## src/rtl/axis_irq_rsp_arb_pipe.sv

```systemverilog
// axis_irq_rsp_arb_pipe: round-robin arbiter over NUM_CH IRQ response streams feeding an output FIFO.
// Optional macro AXIS_IRQ_RSP_ARB_STATS_EN adds saturating per-channel accept counters (ch_accept_cnt).
`ifndef IRQ_RSP_DW
`define IRQ_RSP_DW 32
`endif
module axis_irq_rsp_arb_pipe #(
    parameter int NUM_CH      = 4,
    parameter int TDATA_WIDTH = `IRQ_RSP_DW,
    parameter int DEPTH       = 4,
    localparam int CH_W       = (NUM_CH > 1) ? $clog2(NUM_CH) : 1,
    localparam int CNT_W      = $clog2(DEPTH) + 1
) (
    input  logic                          s_if_clk,
    input  logic                          s_if_rst_n,
    input  logic [NUM_CH-1:0]             s_tvalid,
    input  logic [NUM_CH*TDATA_WIDTH-1:0] s_tdata,
    output logic [NUM_CH-1:0]             s_tready,
    output logic                          m_tvalid,
    output logic [TDATA_WIDTH-1:0]        m_tdata,
    output logic [CH_W-1:0]               m_tuser,
    input  logic                          m_tready,
`ifdef AXIS_IRQ_RSP_ARB_STATS_EN
    output logic [NUM_CH*16-1:0]          ch_accept_cnt,
`endif
    output logic [CNT_W-1:0]              occupancy
);
    localparam int PTR_W = $clog2(DEPTH);
    localparam int EW    = CH_W + TDATA_WIDTH;

    logic [EW-1:0]    mem_q [DEPTH];
    logic [EW-1:0]    mem_d [DEPTH];
    logic [PTR_W-1:0] wr_ptr_q, wr_ptr_d, rd_ptr_q, rd_ptr_d;
    logic [CNT_W-1:0] cnt_q, cnt_d;
    logic [CH_W-1:0]  rr_ptr_q, rr_ptr_d, gnt;
    logic             gnt_vld, full, push, pop;

    // Round-robin search: the smallest offset from rr_ptr wins, so offsets are scanned high to low
    always_comb begin
        gnt     = rr_ptr_q;
        gnt_vld = 1'b0;
        for (int k = NUM_CH - 1; k >= 0; k--) begin
            if (s_tvalid[(int'(rr_ptr_q) + k) % NUM_CH]) begin
                gnt     = CH_W'((int'(rr_ptr_q) + k) % NUM_CH);
                gnt_vld = 1'b1;
            end
        end
    end

    // Full blocks push even when a pop happens in the same cycle; reset gates both handshakes
    assign full      = cnt_q == CNT_W'(DEPTH);
    assign push      = s_if_rst_n && gnt_vld && !full;
    assign m_tvalid  = s_if_rst_n && (cnt_q != '0);
    assign pop       = m_tvalid && m_tready;
    assign s_tready  = push ? NUM_CH'(1) << gnt : '0;
    assign {m_tuser, m_tdata} = mem_q[rd_ptr_q];
    assign occupancy = cnt_q;

    // Next state of FIFO storage, pointers, occupancy and round-robin pointer
    always_comb begin
        mem_d = mem_q;
        if (push) mem_d[wr_ptr_q] = {gnt, s_tdata[int'(gnt)*TDATA_WIDTH +: TDATA_WIDTH]};
        wr_ptr_d = push ? wr_ptr_q + 1'b1 : wr_ptr_q;
        rd_ptr_d = pop ? rd_ptr_q + 1'b1 : rd_ptr_q;
        cnt_d    = cnt_q + CNT_W'(push) - CNT_W'(pop);
        rr_ptr_d = !push ? rr_ptr_q : (int'(gnt) == NUM_CH - 1) ? '0 : gnt + 1'b1;
    end

    // State registers; storage needs no reset because the cleared pointers hide stale entries
    always_ff @(posedge s_if_clk) begin
        mem_q <= mem_d;
        if (!s_if_rst_n) begin
            wr_ptr_q <= '0;
            rd_ptr_q <= '0;
            cnt_q    <= '0;
            rr_ptr_q <= '0;
        end else begin
            wr_ptr_q <= wr_ptr_d;
            rd_ptr_q <= rd_ptr_d;
            cnt_q    <= cnt_d;
            rr_ptr_q <= rr_ptr_d;
        end
    end

`ifdef AXIS_IRQ_RSP_ARB_STATS_EN
    logic [15:0] acc_q [NUM_CH];
    logic [15:0] acc_d [NUM_CH];

    // Count accepted beats per source channel, saturating at all-ones
    always_comb begin
        acc_d = acc_q;
        for (int c = 0; c < NUM_CH; c++) begin
            if (push && int'(gnt) == c && acc_q[c] != 16'hFFFF) acc_d[c] = acc_q[c] + 16'd1;
        end
    end

    // Accept counter registers
    always_ff @(posedge s_if_clk) begin
        if (!s_if_rst_n) acc_q <= '{default: '0};
        else acc_q <= acc_d;
    end

    for (genvar g = 0; g < NUM_CH; g++) begin : g_acc
        assign ch_accept_cnt[g*16 +: 16] = acc_q[g];
    end
`endif
endmodule

```

## config.mk

```make
export PLATFORM = sky130hd
export DESIGN_NAME = axis_irq_rsp_arb_pipe
export DESIGN_NICKNAME = d
export VERILOG_FILES = /design/src/rtl/axis_irq_rsp_arb_pipe.sv
export SDC_FILE = /design/constraint.sdc
export NUM_CORES = 1
export LEC_CHECK = 0
export BUFFER_PORTS_ARGS = -buffer_cell sky130_fd_sc_hd__buf_4
export CAP_MARGIN = 20
export CORE_ASPECT_RATIO = 0.9
export CORE_MARGIN = 8
export CORE_UTILIZATION = 30
export CTS_CLUSTER_DIAMETER = 80
export DETAILED_ROUTE_END_ITERATION = 8
export PLACE_DENSITY = 0.58
export SETUP_SLACK_MARGIN = 0.05
export SLEW_MARGIN = 10
export SYNTH_ARGS = -nofsm -noshare
export SYNTH_HDL_FRONTEND = slang
export SYNTH_SLANG_ARGS = --single-unit
export TNS_END_PERCENT = 5
```

## constraint.sdc

```tcl
create_clock -name s_if_clk -period 4.8 [get_ports s_if_clk]
set_input_delay 1.2 -clock s_if_clk [delete_from_list [all_inputs] [get_ports s_if_clk]]
set_output_delay 1.2 -clock s_if_clk [all_outputs]
set_load 0.02 [all_outputs]
```

---- After elaboration in Yosys (flattened, before gate mapping) ----
Index checks and enable logic that the tools add are counted.
storage, ports and cells
  word-level logic and storage cells ...... 69
  latch bits .............................. 0
  bits in writable memories ............... 0
  memories kept ........................... 0
  register bits ........................... 145
  memory bits (read-only) ................. 0
  output and inout bits ................... 42
cells by class
  $mul .................................... 0
  equality and inequality tests ........... 2
  muxes and demuxes ....................... 27
  reductions and logical operators ........ 10
  div/mod/pow operators ................... 0
  $add $sub $neg .......................... 8
  bitwise gates (word level) .............. 5
  shift operators ......................... 2
  $lt $le $gt $ge ......................... 7
operators with widths
  cell                 number
  $bwmux 136           1
  $shiftx 128x8->32    1
  $mux 34              3
  $bmux 34 s2          1
  $demux 34 s2         1
  $lt 3x4->1 const B   3
  $mux 1               11
  $mux 2               5
  $add 2x1->2 const B  4
  $bmux 1 s2           4
  $ge 3x3->1 const B   2
  $not 2->3            2
  $reduce_or 2->1      3
  $logic_and 1x1->1    5
  $add 2x2->2 const B  2
  $mux 4               1
  $shl 1x2->4 const A  1
  $add 3x1->3          1
  $and 1x1->1 const A  3
  $eq 3x3->1 const B   1
  $lt 2x3->1 const B   1
  $lt 3x1->1 const B   1
  $reduce_bool 3->1    1
  $sub 3x1->3          1
  other kinds (2)      2

---- Longest topological paths before layout ----
  depth in word-level cells ............... 14
  depth in mapped cells ................... 10
  gate-level depth less buffers ........... 9

---- Worst setup path after synthesis ----
OpenSTA, ideal clock, no wires.
  path type ............................... input to output
  from .................................... input s_tvalid[0]
  to ...................................... output s_tready[1]
  data arrival time ....................... 2,536 ps
  stages .................................. 8
  path buffers ............................ 2
  required time ........................... 3,600 ps
  setup slack ............................. 1,064 ps
  path through ............................ nor2b_1 a21oi_1 o211ai_1 buf_4 buf_2 inv_1 ha_1 and2_1
between the ends
  elaborated cells between the ends (all ways) .. 23
RTL lines
  element                                    RTL line  text
  start, declared                            15        input logic [NUM_CH-1:0] s_tvalid,
  $bmux 1 s2                                 42        if (s_tvalid[(int'(rr_ptr_q) + k) % NUM_CH]) begin
  $mux 1 (not written as such) (2 in a row)  42
  $mux 2 (3 in a row)                        42
  $mux 2 (*)                                 42
  via gnt[0]                                 34        logic [CH_W-1:0] rr_ptr_q, rr_ptr_d, gnt;
  $shl 1x2->4 (*)                            54        assign s_tready = push ? NUM_CH'(1) << gnt : '0;
  $mux 4 (*)                                 54
  end, declared                              17        output logic [NUM_CH-1:0] s_tready,
Mark *: on every way through the listed nets, which the timed path passes. The rest lies on a longest branch. The select of a mux whose other input is x is not followed.

---- Worst setup path in the final report ----
  from .................................... input s_tvalid[0]
  to ...................................... output s_tready[0]
between the ends
  longest elaborated chain between the ends .. 10
  elaborated cells between the ends (all ways) .. 23
RTL lines
  element                                    RTL line  text
  $bmux 1 s2                                 42
  $mux 1 (not written as such) (2 in a row)  42
  $mux 1 (4 in a row)                        42
  $logic_and 1x1->1 (2 in a row)             51        assign push = s_if_rst_n && gnt_vld && !full;
  $mux 4 (*)                                 54
Mark *: on every way between the ends. The rest lies on a longest branch, timed or not. The select of a mux whose other input is x is not followed.

==> metrics.yaml <==
use_met1_pct: 13.95
power.net_switching_w: 0.001687
grt_max_degree: 65
grt_use_total_pct: 12.18
period_needed_ps: 3931
clockRootBuffer: "clkbuf_16"
use_met2_pct: 21.14
crit_slowest_cell: "or2_4"
yosys.area_share.simple_pct: 8.211
path_max_fanout: 36
drive_gt1_share_pct: 41.45
synth_fp_nets: 582
route.detailed.drc: 0
busiest_layer: "met2"
post-route-util_pct: 40.07
hpwl_um: 10820
core_area_mm2: 0.02144
switching_share_pct: 34.21
vdd_drop_max_uv: 420.3
worstPathBufferInverterCount: 3
period_share_pct: 81.89
setup_viol: 0
async_reset_ff_share_pct: 0
crit_chain: "buf_4 -> nor2b_1 -> nor4_2 -> or2_4 -> inv_2 -> ha_1 -> and2_1 -> buf_4"
synthXorXnorAreaFrac_pct: 0.6762
ys_warn_count: 0
ys_ff_latch: 145
post-cts-setup-buffers: 0
antenna_cells: 0
syn_to_final_growth_pct: 32.67
reg2reg_from: "rr_ptr_q[1]$_SDFFE_PN0P_"
grt_pass1_wl_um: 24810
cpPeakStageDelay_ps: 420
finalMaxSlewViolations: 0
totalWireLength_um: 16170
required_ps: 3600
synth-compound-area-share_pct: 7.960
crit_top_cell: "buf_4"
synth_edf_count: 136
dr.pass1.iters: 4
synth_top_family_by_area: "multiplexers"
rsz0062_at_grt: "false"
num-fill-cells: 2051
clock-sinks: 145
initial_core_util_pct: 30.21
antenna_found_initial: 0
critPathLaunchType: "primary input"
clockBufferDepth: 2
synthTopCellsByArea: "edfxtp_1, mux4_2, nand2_1, a32oi_1, dfxtp_1"
synth_ff_type: "edfxtp_1"
hold_violations: 0
die_h_um: 155.4
synth.largest_area_cell: "edfxtp_1"
rows: 51
tightest_slew_ps: 1033
synth_cell_types: 33
finalClockSkew_ps: 7.229
outcome: "complete, no violations"
yosys.area_share.adder_pct: 2.241
clk_pin_slew_ps: 60
die_w_um: 170.9
worst_hold_path.endpoint: "rr_ptr_q[0]$_SDFFE_PN0P_"
power_density_mw_per_mm2: 573.8
io_pins: 177
via_per_inst: 4.745
p_seq_share_pct: 39.8
ys_seq_area_share_pct: 65.84
netlist_top_cells_count: "edfxtp_1, nand2_1, mux4_2"
min-delay-start: "rr_ptr_q[0]$_SDFFE_PN0P_"
nNetsFinal: 753
criticalPathCategory: "primary input to output pin"
syn_inst: 436
cts_resized: 0
io_buffers: 176
p_leak_nw: 3.147
arrival_ps: 2730
reg2regPathDepth: 7
overflow: 0
maxCapViolCount: 0
hold_depth: 2
die-area_mm2: 0.02655
yosys.cell_count.top_type: "edfxtp_1"
timing.rr.end: "mem_q[83]$_DFFE_PP_"
rrSetupSlack_ps: 2240
syn_area_per_cell_um2: 14.85
max_freq_mhz: 254.4
clk_latency_ps: 420
tritoncts: "done"
synth_area_mm2: 0.006476
cts_buffers: 17
synth_top_area_share_pct: 63.06
pwr-share-clk_pct: 24.7
vias: 4323
min_path_type: "flop to flop"
globalplace.congestion: 0.7453
endpoint_kind: "output pin"
intPower_w: 0.003243
p_comb_share_pct: 35.6
synthMuxAreaShare_pct: 11.82
met3_usage_pct: 3.622
ant_nets: 0
wl_per_cell_um: 17.75
setup_tns_ps: 0
critical-path-top-delay-family: "simple AND/OR/NAND/NOR gates"
holdBufCountCts: 0
h-tree-depth: 4
dr.first_iter.drc_count: 156
relSlewSlack_pct: 31.13
grt_pass1_vias: 4763
-- layer usage --
metal / vias to the layer above / share of wire, %
met5: - / 0
met4: 0 / 1.7
met3: 19 / 6.1
met2: 121 / 51
met1: 2158 / 41
li1: 2025 / -
-- flip-flops by register name (all words and copies together), names as in the netlist --
register	flops
rr_ptr_q	2
mem_q	136
occupancy	3
rd_ptr_q	2
wr_ptr_q	2
-- logic make-up after synthesis --
group	after synthesis
and+or+nand+nor	127
xor gates and xnor gates	5
buffers and inverters	40
DFF	145
adders and majority gates	11
AOI/OAI and AO/OA	74
muxes	34
-- cell type report --
class | count | area (um2) | share of cell area [%]
multi-input cells | 251 | 2007 | 23.36
inverters | 10 | 37.54 | 0.4369
well taps | 291 | 364.1 | 4.238
clock buffers | 18 | 429.2 | 4.995
flip-flops and latches | 145 | 4267 | 49.66
repair buffers | 182 | 1366 | 15.90
clock inverters | 14 | 121.4 | 1.413
-- through the flow --
stage | worst slack [ps] | instances | hold WS (ps) | power, W | cell area (um2)
after floorplan | 1064 | 436 | 455.5 | 0.003156 | 6476
after global placement | 953.7 | 879 | 479.9 | 0.003695 | 8041
after detailed placement | 872.7 | 879 | 498.6 | 0.003789 | 8041
after CTS | 858.3 | 911 | 507.5 | 0.005016 | 8592
after global routing | 770.0 | 911 | 529.0 | 0.005222 | 8592
final | 869.4 | 911 | 506.2 | 0.004930 | 8592
-- worst min-delay path, delay by kind of cell, from the launching register on --
kind / cells / cell delay [ps]
flops: 1 / 340
simple gates: 1 / 70
compound gates: 1 / 50
-- power groups by stage --
stage	Sequential [W]	Clock (W)	Combinational [W]
5_1_grt	0.00199	0.00129	0.00194
2_1_floorplan	0.00197	0	0.00119
6_report	0.00196	0.00122	0.00175
4_1_cts	0.00197	0.00125	0.00180
3_3_place_gp	0.00197	0	0.00172
3_5_place_dp	0.00199	0	0.00180
-- worst max-delay path by stage --
stage / start / to / slack (ps) / cells past startpoint
finish: s_tvalid[0] / s_tready[0] / 870 / 8
global route: s_tvalid[3] / s_tready[0] / 770 / 8
CTS: s_tvalid[0] / s_tready[0] / 860 / 8
detailed placement: s_tvalid[0] / s_tready[0] / 870 / 8
global placement: s_tvalid[0] / s_tready[0] / 950 / 8
floorplan: s_tvalid[0] / s_tready[1] / 1060 / 8
-- layout by cell type, fill, tap and decap left out, types with 2 or more instances in the layout --
cell          n
buf_4       182
edfxtp_1    136
nand2_1     102
mux4_2       34
a21oi_1      33
a32oi_1      32
clkbuf_16    17
ha_1         10
inv_1         9
and2_1        7
nor2_1        7
dfxtp_1       7
clkinvlp_4    5
inv_6         5
and2_2        4
xnor2_1       4
nor2b_1       3
o21ai_1       2
inv_8         2
clkinv_4      2
dfxtp_2       2
Note: power is estimated with default switching activity, not from simulation.
